===== src/rtl/lock_pkg.sv =====
// Shared state encodings, counter widths and helpers for the lock attempt controller.
package lock_pkg;

   localparam int unsigned TIMER_W = 32;
   localparam int unsigned TRY_W   = 3;

   typedef enum logic [2:0] {
      ST_ARMED   = 3'd0,
      ST_CLEAR   = 3'd1,
      ST_OPEN    = 3'd2,
      ST_LOCKOUT = 3'd3
   } lock_state_t;

   // Saturating increment so a stuck FsmFail cannot wrap the try count back to zero.
   function automatic logic [TRY_W-1:0] sat_inc(input logic [TRY_W-1:0] v);
      return (v == {TRY_W{1'b1}}) ? v : v + TRY_W'(1);
   endfunction

endpackage


===== src/rtl/key_edge_detect.sv =====
// Rising-edge detector for one synchronized button level.
module key_edge_detect (
   input  logic clk,
   input  logic rst,
   input  logic key,
   output logic rise_c
);

   logic prev;

   always_ff @(posedge clk) begin
      if (rst) prev <= 1'b0;
      else     prev <= key;
   end

   assign rise_c = key & ~prev;

endmodule


===== src/rtl/lock_attempt_ctrl.sv =====
// Attempt limiter in front of the combination-lock FSM: key pulsing, lockout and auto-relock.
// Optional LOCK_PW_PROGRAM_EN: a Key2 event while open reprograms the presented password.
module lock_attempt_ctrl
   import lock_pkg::*;
#(
   parameter int unsigned MAX_TRIES      = 3,
   parameter int unsigned LOCKOUT_CYCLES = 500_000_000,
   parameter int unsigned OPEN_CYCLES    = 1_000_000_000,
   parameter logic [3:0]  DEFAULT_PW     = 4'b1010
) (
   input  logic       Clk,
   input  logic       Reset,
   input  logic       Key1,
   input  logic       Key2,
   input  logic [3:0] Password,
   input  logic       FsmOpen,
   input  logic       FsmFail,
   output logic       KeyOut1,
   output logic       KeyOut2,
   output logic       FsmReset,
   output logic [3:0] PwOut,
   output logic       Unlocked,
   output logic [2:0] State
);

   localparam logic [TIMER_W-1:0] OPEN_LOAD = TIMER_W'(OPEN_CYCLES - 1);
   localparam logic [TIMER_W-1:0] LOCK_LOAD = TIMER_W'(LOCKOUT_CYCLES - 1);
   localparam logic [TRY_W-1:0]   TRY_MAX   = TRY_W'(MAX_TRIES);

   lock_state_t        state_q, state_n;
   logic [TIMER_W-1:0] timer_q, timer_n;
   logic [TRY_W-1:0]   tries_q, tries_n, tries_inc;
   logic               k1_c, k2_c;
   logic               pulse1_c, pulse2_c;

   key_edge_detect u_edge1 (.clk(Clk), .rst(Reset), .key(Key1), .rise_c(k1_c));
   key_edge_detect u_edge2 (.clk(Clk), .rst(Reset), .key(Key2), .rise_c(k2_c));

   // Next state, shared timer and try counter.
   always_comb begin
      state_n   = state_q;
      timer_n   = timer_q;
      tries_n   = tries_q;
      tries_inc = sat_inc(tries_q);
      case (state_q)
         ST_ARMED: begin
            if (FsmFail) begin
               tries_n = tries_inc;
               if (tries_inc == TRY_MAX) begin
                  state_n = ST_LOCKOUT;
                  timer_n = LOCK_LOAD;
               end else begin
                  state_n = ST_CLEAR;
               end
            end else if (FsmOpen) begin
               state_n = ST_OPEN;
               tries_n = '0;
               timer_n = OPEN_LOAD;
            end
         end
         ST_CLEAR: state_n = ST_ARMED;
         ST_OPEN: begin
            if (k1_c || timer_q == '0) state_n = ST_CLEAR;
            else                       timer_n = timer_q - TIMER_W'(1);
         end
         ST_LOCKOUT: begin
            if (timer_q == '0) begin
               state_n = ST_CLEAR;
               tries_n = '0;
            end else begin
               timer_n = timer_q - TIMER_W'(1);
            end
         end
         default: state_n = ST_CLEAR;
      endcase
   end

   // Simultaneous key edges cancel; pulses only while armed and staying armed.
   assign pulse1_c = (state_q == ST_ARMED) && (state_n == ST_ARMED) && k1_c && !k2_c;
   assign pulse2_c = (state_q == ST_ARMED) && (state_n == ST_ARMED) && k2_c && !k1_c;

   always_ff @(posedge Clk) begin
      if (Reset) begin
         state_q  <= ST_CLEAR;
         timer_q  <= '0;
         tries_q  <= '0;
         KeyOut1  <= 1'b0;
         KeyOut2  <= 1'b0;
         Unlocked <= 1'b0;
         FsmReset <= 1'b1;
         State    <= 3'(ST_CLEAR);
      end else begin
         state_q  <= state_n;
         timer_q  <= timer_n;
         tries_q  <= tries_n;
         KeyOut1  <= pulse1_c;
         KeyOut2  <= pulse2_c;
         Unlocked <= (state_n == ST_OPEN);
         FsmReset <= (state_n == ST_CLEAR) || (state_n == ST_LOCKOUT);
         State    <= 3'(state_n);
      end
   end

`ifdef LOCK_PW_PROGRAM_EN
   logic [3:0] pw_q;

   // Programmed password persists through lockouts; only Reset restores the default.
   always_ff @(posedge Clk) begin
      if (Reset)                              pw_q <= DEFAULT_PW;
      else if (state_q == ST_OPEN && k2_c)    pw_q <= Password;
   end

   assign PwOut = pw_q;
`else
   logic unused_pw;

   assign unused_pw = ^Password;
   assign PwOut     = DEFAULT_PW;
`endif

endmodule


===== config.mk =====
export PLATFORM = sky130hd
export DESIGN_NAME = lock_attempt_ctrl
export DESIGN_NICKNAME = d
export VERILOG_FILES = /design/src/rtl/lock_pkg.sv /design/src/rtl/key_edge_detect.sv /design/src/rtl/lock_attempt_ctrl.sv
export SDC_FILE = /design/constraint.sdc
export NUM_CORES = 1
export LEC_CHECK = 0
export BUFFER_PORTS_ARGS = -buffer_cell sky130_fd_sc_hd__buf_2
export CORE_MARGIN = 3
export CORE_UTILIZATION = 40
export CTS_BUF_LIST = sky130_fd_sc_hd__clkbuf_16
export CTS_CLUSTER_DIAMETER = 120
export DETAILED_ROUTE_END_ITERATION = 10
export PLACE_DENSITY = 0.59
export SYNTH_ARGS = -nofsm -noshare
export SYNTH_HDL_FRONTEND = slang
export SYNTH_SLANG_ARGS = --single-unit
export TNS_END_PERCENT = 5

===== constraint.sdc =====
create_clock -name Clk -period 3.4 [get_ports Clk]
set_input_delay 0.85 -clock Clk [delete_from_list [all_inputs] [get_ports Clk]]
set_output_delay 0.85 -clock Clk [all_outputs]
set_load 0.03 [all_outputs]

== Word-level counts from Yosys, hierarchy flattened ==
Cells that the tools add are included.

* Bits in registers: 44
* Bits in latches: 0
* Bits in writable memories: 0
* Memory bits (read-only): 0
* Input port bits: 10
* Logic and storage cells: 61
* Memories kept: 0

* Add/subtract/negate cells: 2
* Multiply operators: 0
* Div/mod/pow operators: 0
* Order comparisons: 0
* Eq/ne operators: 13
* Shift operators: 0
* Muxes and demuxes: 17
* Bitwise gates (word level): 4
* Reduce and logical (&&, ||, !) cells: 16

{| class="wikitable"
|+ Operators by type and width
! kind !! number
|-
| 32-bit 2-to-1 mux || 5
|-
| 32-bit one-hot mux with 3 select lines || 1
|-
| 32-bit zero test || 1
|-
| 32-bit by 1-bit subtractor with 32-bit output, second input constant || 1
|-
| 3-bit 2-to-1 mux || 8
|-
| 3-bit by 2-bit equality test with 1-bit output, second input constant || 5
|-
| 3-bit one-hot mux with 4 select lines || 1
|-
| 3-bit by 1-bit equality test with 1-bit output, second input constant || 2
|-
| 3-bit zero test || 2
|-
| 2-bit inequality test, second input constant || 3
|-
| 3-bit inequality test, second input constant || 2
|-
| 3-bit one-hot mux with 2 select lines || 1
|-
| 1-bit logical AND || 5
|-
| 5-bit AND reduction || 1
|-
| 3-bit by 1-bit adder with 3-bit output, second input constant || 1
|-
| 3-bit equality test, second input constant || 1
|-
| 3-bit AND reduction || 1
|-
| 3-bit nonzero test || 1
|-
| 1-bit AND || 2
|-
| 1-bit zero test || 2
|-
| 1-bit logical OR || 2
|-
| 2-bit 2-to-1 mux || 1
|-
| 1-bit NOT || 2
|-
| 2-bit nonzero test || 1
|}

== Longest topological paths before layout ==
Gate-level depths: netlist (run 1).

* Depth after elaboration: 10
* Depth in mapped cells: 9

== Modules after synthesis ==
From an unflattened synthesis (run 1), not the netlist that was laid out.

* Cells, all modules: 311
* Area total of the unflattened synthesis: 2578.7 um2

{| class="wikitable"
|+ By module, submodules not included
! module !! instances !! cells an instance !! area each (um2) !! seq. area each (um2)
|-
| lock_attempt_ctrl || 1 || 305 || 2483.6 || 840.8
|-
| key_edge_detect || 2 || 3 || 47.5 || 20.0
|}

== Worst setup path before layout (run 1) ==
Ideal clock, no wire load.

* Path type: input to register
* Start point: in FsmFail
* End point: reg timer_q[9]
* Arrival: 2.591 ns
* Path slack: 0.734 ns
* Stages: 7
* Path through: clkbuf_1 inv_1 or3b_2 and3_1 clkbuf_1 or4_1 a21boi_0

* Cells in the longest elaborated chain, start to end: 2
* Elaborated cells between the ends (all ways): 5
* Classes of those cells: 2 x eq/ne; 2 x mux; 1 x reduce/logical

{| class="wikitable"
|+ RTL lines
! element !! line !! RTL
|-
| start, declared || lock_attempt_ctrl.sv:17 || <nowiki>input logic FsmFail,</nowiki>
|-
| 3-bit inequality test (no source line) or 32-bit 2-to-1 mux (tied branches) || -- ||
|-
| 5-bit AND reduction (no source line) or 32-bit one-hot mux with 3 select lines (tied branches) || -- ||
|-
| end signal, assigned || lock_attempt_ctrl.sv:94 || <nowiki>timer_q <= timer_n;</nowiki>
|-
| end, declared || lock_attempt_ctrl.sv:31 || <nowiki>logic [TIMER_W-1:0] timer_q, timer_n;</nowiki>
|}

Several ways; a longest one is shown, not always the timed one.
A chain may end at the register's enable or synchronous reset.

== Worst setup path in the final report (run 1) ==
* Start point: reg timer_q[20]
* End point: reg timer_q[25]

* Cells in the longest elaborated chain, start to end: 4
* Elaborated cells between the ends (all ways): 9
* Classes of those cells: 1 x add/sub; 2 x eq/ne; 3 x mux; 3 x reduce/logical

{| class="wikitable"
|+ RTL lines
! element
|-
| parallel branches: the longest is 4 deep, another holds 32-bit by 1-bit subtractor with 32-bit output
|}

Parallel ways; which one is timed is not known. The select of a mux whose other input is x is not followed.

==> impl_metrics.env, run 1 <==
export IMPL_skew_ns=0.00272
export IMPL_wirelength_um=7320
export IMPL_wire_per_inst_um=18.2
export IMPL_die_w_um=86.3
export IMPL_insertion_delay_ns=0.28
export IMPL_ios=21
export IMPL_yosysWarnings=0
export IMPL_setup_tns_final_ns=0
export IMPL_fillers=604
export IMPL_fmax_mhz=348
export IMPL_fin_crit_sh=0.846
export IMPL_drive_gt1_frac=0.116
export IMPL_crit_fanout=17
export IMPL_path_clk_slew_ns=0.06
export IMPL_slew_headroom=0.338
export IMPL_crit_type="reg -> reg"
export IMPL_ir_drop_mv=0.357
export IMPL_max_cap_viol_count=0
export IMPL_cts_root_buf="clkbuf_16"
export IMPL_worst_path_largest_cell_delay_ns=0.71
export IMPL_finalHoldViolCount=0
export IMPL_critical_path_depth=5
export IMPL_setup_slack_ns=0.523
export IMPL_start_util=0.423
export IMPL_pre_cts_slack_ns=0.547
export IMPL_drc=0
export IMPL_status="finished clean"
export IMPL_p_seq_frac=0.402
export IMPL_gp_congestion=0.881
export IMPL_min_path_type="reg -> reg"
export IMPL_via_count=2560
export IMPL_clock_sinks=44
export IMPL_worst_path_buf_inv=0
export IMPL_synth_ff_type="dfxtp_1"
export IMPL_synth_cells=324
export IMPL_r2r_start="timer_q[20]"
export IMPL_grt_pass1_wl_um=12300
export IMPL_p_int_mw=0.960
export IMPL_p_clk_frac=0.400
export IMPL_netSwitchingFraction=0.294
export IMPL_routed_via_density=6.37
export IMPL_syn_to_final_growth_pct=9.61
export IMPL_min_period_ns=2.88
export IMPL_r2r_slack_ns=0.52
export IMPL_antenna_found_initial=0
export IMPL_hold_buffers=0
export IMPL_cp_top_family="simple AND/OR/NAND/NOR gates"
export IMPL_startpoint_type="register"
export IMPL_slew_violations=0
export IMPL_grt_use_total=0.206
export IMPL_htree_num_levels=2
export IMPL_port_buffers=12
export IMPL_drtIter0Drc=266
export IMPL_synth_distinct_cells=47
export IMPL_cp_required_ns=3.54
export IMPL_postRouteAntennaNets=0
export IMPL_end_kind="register"
export IMPL_cts_setup_buffers=0
export IMPL_rsz0062_at_grt="false"
export IMPL_crit_arrival_ns=3.01
export IMPL_tightestPinTransition_ns=0.989
export IMPL_p_leak_nw=1.07
export IMPL_first_pass_iters=5
export IMPL_clock_path_buffers=2
export IMPL_combPwrFrac=0.198
export IMPL_place_hpwl_um=4920
export IMPL_chipHeight_um=86.3
export IMPL_cts_resized=0
export IMPL_avgSynthCellArea_um2=7.96
export IMPL_dieArea_um2=7440
export IMPL_power_switching_mw=0.400
export IMPL_grt_start_max_net_pins=36
export IMPL_coreArea_um2=6100
export IMPL_num_antenna_cells=0
export IMPL_synthArstFlopShare=0
export IMPL_grt_pass1_vias=2371
export IMPL_crit_path_end="timer_q[25]"
export IMPL_timing_rr_end="timer_q[25]"
export IMPL_cpMostUsedCell="or4_1"
export IMPL_yosysSeqAreaShare=0.342
export IMPL_overflow=0
export IMPL_setup_violations=0
export IMPL_hold_slack_ns=0.462
export IMPL_synth_edf_count=0
export IMPL_slowest_stage="or4_1"
export IMPL_crit_chain="or4_1 -> or4_1 -> or4_4 -> nand2_2 -> o32ai_1"
export IMPL_num_rows=28
export IMPL_reg2regPathDepth=5
export IMPL_final_nets=338
export IMPL_startpoint="timer_q[20]"
export IMPL_cts_tree="done"
export IMPL_synth_seq_cells=44
export IMPL_synthesis_area_um2=2580
export IMPL_cts_buffers=5
export IMPL_power_density_nw_per_um2=481
==> stage by stage <==
stage	instance area [um^2]	std cells	util	power (mW)
final	2830	402	0.463	1.36
after detailed placement	2660	394	0.437	0.820
after CTS	2830	402	0.463	1.36
after global placement	2660	394	0.437	0.820
after global routing	2830	402	0.463	1.42
after floorplan	2590	327	-	0.757
==> routing by layer <==
metal / vias to the layer above / share of wire / track usage
met4: 0 / 0.015 / 0.0538
met1: 1215 / 0.49 / 0.302
li1: 1247 / - / -
met5: - / 0 / 0
met3: 12 / 0.055 / 0.0352
met2: 86 / 0.44 / 0.313
==> cell families after synthesis <==
family                     share of synthesized area
AOI/OAI and AO/OA                              0.248
DFF                                            0.342
muxes                                         0.0117
buffers and inverters                         0.0655
adders and majority gates                    0.00971
other                                        0.00291
and+or+nand+nor                                0.321
==> layout make-up <==
type	count	area, um^2	area share
Multi-Input combinational cell	247	1540	0.546
Sequential cell	44	881	0.312
Clock buffer	5	125	0.0443
Timing Repair Buffer	19	113	0.0399
Tap cell	75	93.8	0.0332
Clock inverter	3	37.5	0.0133
Inverter	9	33.8	0.0120
==> power groups by stage <==
stage	Clock [mW]	Sequential, mW	Combinational [mW]
after CTS	0.550	0.546	0.264
after global routing	0.571	0.549	0.295
after floorplan	0	0.557	0.199
final	0.545	0.547	0.269
after detailed placement	0	0.558	0.262
after global placement	0	0.557	0.263
==> synth_stat cells (2+ instances only) <==
cell type  count  share of area
buf_4          4          0.012
ha_1           2         0.0097
inv_1          9          0.013
dfxtp_1       44           0.34
nor2_1        23          0.033
and3_1         2         0.0049
a21o_1         3         0.0087
nor3_1        19          0.037
buf_2          3         0.0058
or3_1         12          0.029
mux2i_1        3          0.012
nand2b_1       8          0.019
buf_6          2         0.0087
and4_1         2         0.0068
nand4_1        4         0.0097
clkbuf_1      18          0.026
nand3_1        9          0.017
nand3b_1       2         0.0058
or4_1         11          0.032
a311oi_1      12          0.041
or4b_1         2         0.0078
o211ai_1       3         0.0087
nor4_1        12          0.029
a21oi_1       16          0.031
or4_4          2         0.0087
o21ai_0        9          0.017
o31ai_1       15          0.044
a31oi_1       16          0.039
a211oi_1       3         0.0087
nor2b_1        6          0.015
nand2_1       19          0.028
or2_2          7          0.017
o32ai_1        5          0.017
o311ai_0       3          0.010
conb_1         2         0.0029
==> registers in the layout, summed over array words and instances (netlist names) <==
| name | cells |
|---|---|
| FsmReset | 1 |
| KeyOut1 | 1 |
| KeyOut2 | 1 |
| Unlocked | 1 |
| state_q | 3 |
| timer_q | 32 |
| tries_q | 3 |
| u_edge1.prev | 1 |
| u_edge2.prev | 1 |
==> worst min-delay path by stage <==
stage,to,start,cells past startpoint
after floorplan,timer_q[31],timer_q[31],2
after global placement,timer_q[31],timer_q[31],2
after detailed placement,timer_q[31],timer_q[31],2
after CTS,timer_q[31],timer_q[31],2
after global routing,timer_q[31],timer_q[31],2
final,timer_q[31],timer_q[31],2
==> tightest hold or removal path, cell delays in order (launching register included) <==
cell and delay [ns]:
dfxtp_1 0.31, nand2_1 0.05, mux2i_1 0.05
==> layout by cell type, fill, tap and decap left out, drive strengths merged, types with 2 or more instances in the layout <==
master   n
a211oi   3
a21boi   2
a21o     3
a21oi   16
a311oi  12
a31oi   16
and3     2
and4     2
buf     19
clkbuf   5
clkinv   2
conb     5
dfxtp   44
ha       2
inv      9
mux2i    3
nand2   20
nand2b   8
nand3    9
nand3b   2
nand4    4
nor2    23
nor2b    6
nor3    19
nor4    13
o211ai   3
o21ai    9
o311ai   3
o31ai   15
o32ai    5
or2      7
or3     12
or3b     2
or4     13
or4b     2
Power figures use the tool's default switching activity.
==> inputs of run 2 (changes only) <==
ABC_AREA = 1   (was not set)
PLACE_DENSITY = 0.61   (was 0.59)
clock period = 2.6 ns   (was 3.4 ns; I/O delays follow)
==> run 2 against run 1 <==
Maximum frequency up 36%. Die area increased by 12%. Global-route usage decreased by 2.5 points. Flip-flop and latch count unchanged. Sequential share of layout area shrank 3.9 points. Critical path depth up 6. Sequential power grew 34%. Clock power is 36% higher. Non-clock buffer count is 2 lower. Combinational power increased by 100%. Worst hold slack gained 0.024 ns.
==> impl_metrics.env, run 2 <==
export IMPL_skew_ns=0.00735
export IMPL_yosysTopAreaCellShare=0.301
export IMPL_largest_register="timer_q"
export IMPL_synthTopCellsByArea="dfxtp_1, nand2_1, nor2_1, nand3_1, inv_1"
export IMPL_p_int_mw=1.34
export IMPL_path_clk_slew_ns=0.07
export IMPL_yosysMostFrequentCell="nand2_1"
export IMPL_via_count=2925
export IMPL_wirelength_um=7370
export IMPL_cts_root_buf="clkbuf_16"
export IMPL_pre_cts_slack_ns=0.513
export IMPL_overflow=0
export IMPL_crit_arrival_ns=2.34
export IMPL_yosysSeqAreaShare=0.301
export IMPL_crit_fanout=20
export IMPL_synthArstFlopShare=0
export IMPL_finalNonFillerCells=594
export IMPL_power_switching_mw=0.680
export IMPL_synth_edf_count=0
export IMPL_setup_violations=0
export IMPL_rsz0062_at_grt="false"
export IMPL_max_cap_viol_count=0
export IMPL_synth_seq_cells=44
export IMPL_routed_via_density=4.92
export IMPL_netSwitchingFraction=0.337
export IMPL_finalHoldViolCount=0
export IMPL_synthesis_area_um2=2920
export IMPL_yosysWarnings=0
export IMPL_gp_congestion=0.846
export IMPL_die_w_um=91.5
export IMPL_place_hpwl_um=5360
export IMPL_antenna_found_initial=0
export IMPL_min_period_ns=2.12
export IMPL_num_rows=30
export IMPL_register_area_um2=881
export IMPL_avgSynthCellArea_um2=6.01
export IMPL_cts_buffers=5
export IMPL_reg_top3="timer_q: 32 flops, state_q: 3 flops, tries_q: 3 flops"
export IMPL_fin_crit_sh=0.815
export IMPL_cts_setup_buffers=0
export IMPL_synth_distinct_cells=31
export IMPL_coreArea_um2=6940
export IMPL_placed_cells=586
export IMPL_port_buffers=12
export IMPL_drc=0
export IMPL_grt_use_total=0.181
export IMPL_drive_gt1_frac=0.124
export IMPL_setup_slack_ns=0.481
export IMPL_final_cell_mix="nand2_1, nor2_1, dfxtp_1"
export IMPL_insertion_delay_ns=0.29
export IMPL_grt_start_max_net_pins=26
export IMPL_htree_num_levels=2
export IMPL_status="finished clean"
export IMPL_clock_path_buffers=2
export IMPL_final_nets=509
export IMPL_min_path_type="reg -> reg"
export IMPL_drtIter0Drc=188
export IMPL_num_antenna_cells=0
export IMPL_dieArea_um2=8360
export IMPL_synth_cells=486
export IMPL_ios=21
export IMPL_first_pass_iters=5
export IMPL_layout_commonest_cell="nand2_1"
export IMPL_p_clk_frac=0.367
export IMPL_clock_sinks=44
export IMPL_setup_tns_final_ns=0
export IMPL_power_density_nw_per_um2=625
export IMPL_synth_common_cells="nand2_1, nor2_1, dfxtp_1"
export IMPL_hold_slack_ns=0.486
export IMPL_grt_pass1_wl_um=12500
export IMPL_fmax_mhz=472
export IMPL_cp_required_ns=2.82
export IMPL_slew_violations=0
export IMPL_multi_input_comb_area_um2=1790
export IMPL_grt_pass1_vias=2656
export IMPL_start_util=0.421
export IMPL_chipHeight_um=91.5
export IMPL_crit_type="reg -> reg"
export IMPL_hold_buffers=0
export IMPL_wire_per_inst_um=12.4
export IMPL_end_kind="register"
export IMPL_syn_to_final_growth_pct=10.7
export IMPL_fillers=754
export IMPL_combPwrFrac=0.270
export IMPL_synth_ff_type="dfxtp_1"
export IMPL_postRouteAntennaNets=0
export IMPL_cts_resized=0
export IMPL_p_seq_frac=0.363
export IMPL_ir_drop_mv=0.358
export IMPL_p_leak_nw=1.46
export IMPL_yosysTopAreaCell="dfxtp_1"
export IMPL_largest_reg_flops=32
export IMPL_cts_tree="done"
export IMPL_startpoint_type="register"
==> run 2: cell types whose count changed after synthesis, sizes merged, moves of 8 or more <==
cell and delta:
a311oi -12, nor4 -12, or3 -12, a21oi +13
nand2 +143, nand2b -8, or4 -13, nor3 -16
inv +33, o31ai -15, a31oi -15, nor2 +83
nand3 +24, clkbuf -14
==> run 2: per-stage QoR <==
| step | power [mW] | util | cell area, um^2 |
|---|---|---|---|
| finish | 2.02 | 0.466 | 3230 |
| global route | 2.13 | 0.466 | 3230 |
| CTS | 2.03 | 0.466 | 3230 |
| detailed placement | 1.29 | 0.441 | 3060 |
| global placement | 1.28 | 0.441 | 3060 |
| floorplan | 1.18 | - | 2930 |
==> run 2: cells by family (layout without fill, tap and decap cells) <==
logic type,after synthesis,in the layout,synth area share
and+or+nand+nor,326,326,0.476
buffers and inverters,58,67,0.0891
AOI/OAI and AO/OA,47,47,0.102
DFF,44,44,0.301
xor gates and xnor gates,7,7,0.0210
adders and majority gates,2,2,0.00856
other,2,5,0.00257
==> run 2: cell type report <==
class,instances,share of cell area
Clock buffer,5,0.0387
Sequential cell,44,0.272
Inverter,42,0.0488
Multi-Input combinational cell,387,0.554
Timing Repair Buffer,17,0.0341
Clock inverter,3,0.0147
Tap cell,96,0.0372
==> run 2: path summary, 6_finish.rpt <==
check           endpoint  cells past startpoint  startpoint  slack, ns
max          timer_q[21]                     11  timer_q[0]       0.48
min           tries_q[1]                      2  tries_q[1]       0.49
max reg2reg  timer_q[21]                     11  timer_q[0]       0.48
min reg2reg   tries_q[1]                      2  tries_q[1]       0.49
==> run 2: per-layer routing <==
layer / vias up / track usage / routed length (um)
li1: 1541 / - / -
met1: 1325 / 0.243 / 3640
met2: 53 / 0.301 / 3360
met3: 6 / 0.0298 / 282
met4: 0 / 0.0440 / 93
met5: - / 0 / 0
==> run 2: critical path, cell delays in order (launching register included) <==
cell and delay (ns):
dfxtp_1 0.32, inv_1 0.08, ha_1 0.28, nand2_2 0.18, nor2_4 0.17, nand2_2 0.09
nor2_4 0.14, nand2_4 0.12, nand3_4 0.25, buf_12 0.20, nand2_1 0.08, a21oi_2 0.13
==> run 2: power by group through the flow <==
| stage | sequential (mW) | combinational [mW] | clock (mW) |
|---|---|---|---|
| 2_1_floorplan | 0.747 | 0.434 | 0 |
| 3_3_place_gp | 0.747 | 0.537 | 0 |
| 3_5_place_dp | 0.748 | 0.542 | 0 |
| 4_1_cts | 0.733 | 0.544 | 0.757 |
| 5_1_grt | 0.737 | 0.627 | 0.770 |
| 6_report | 0.733 | 0.546 | 0.741 |
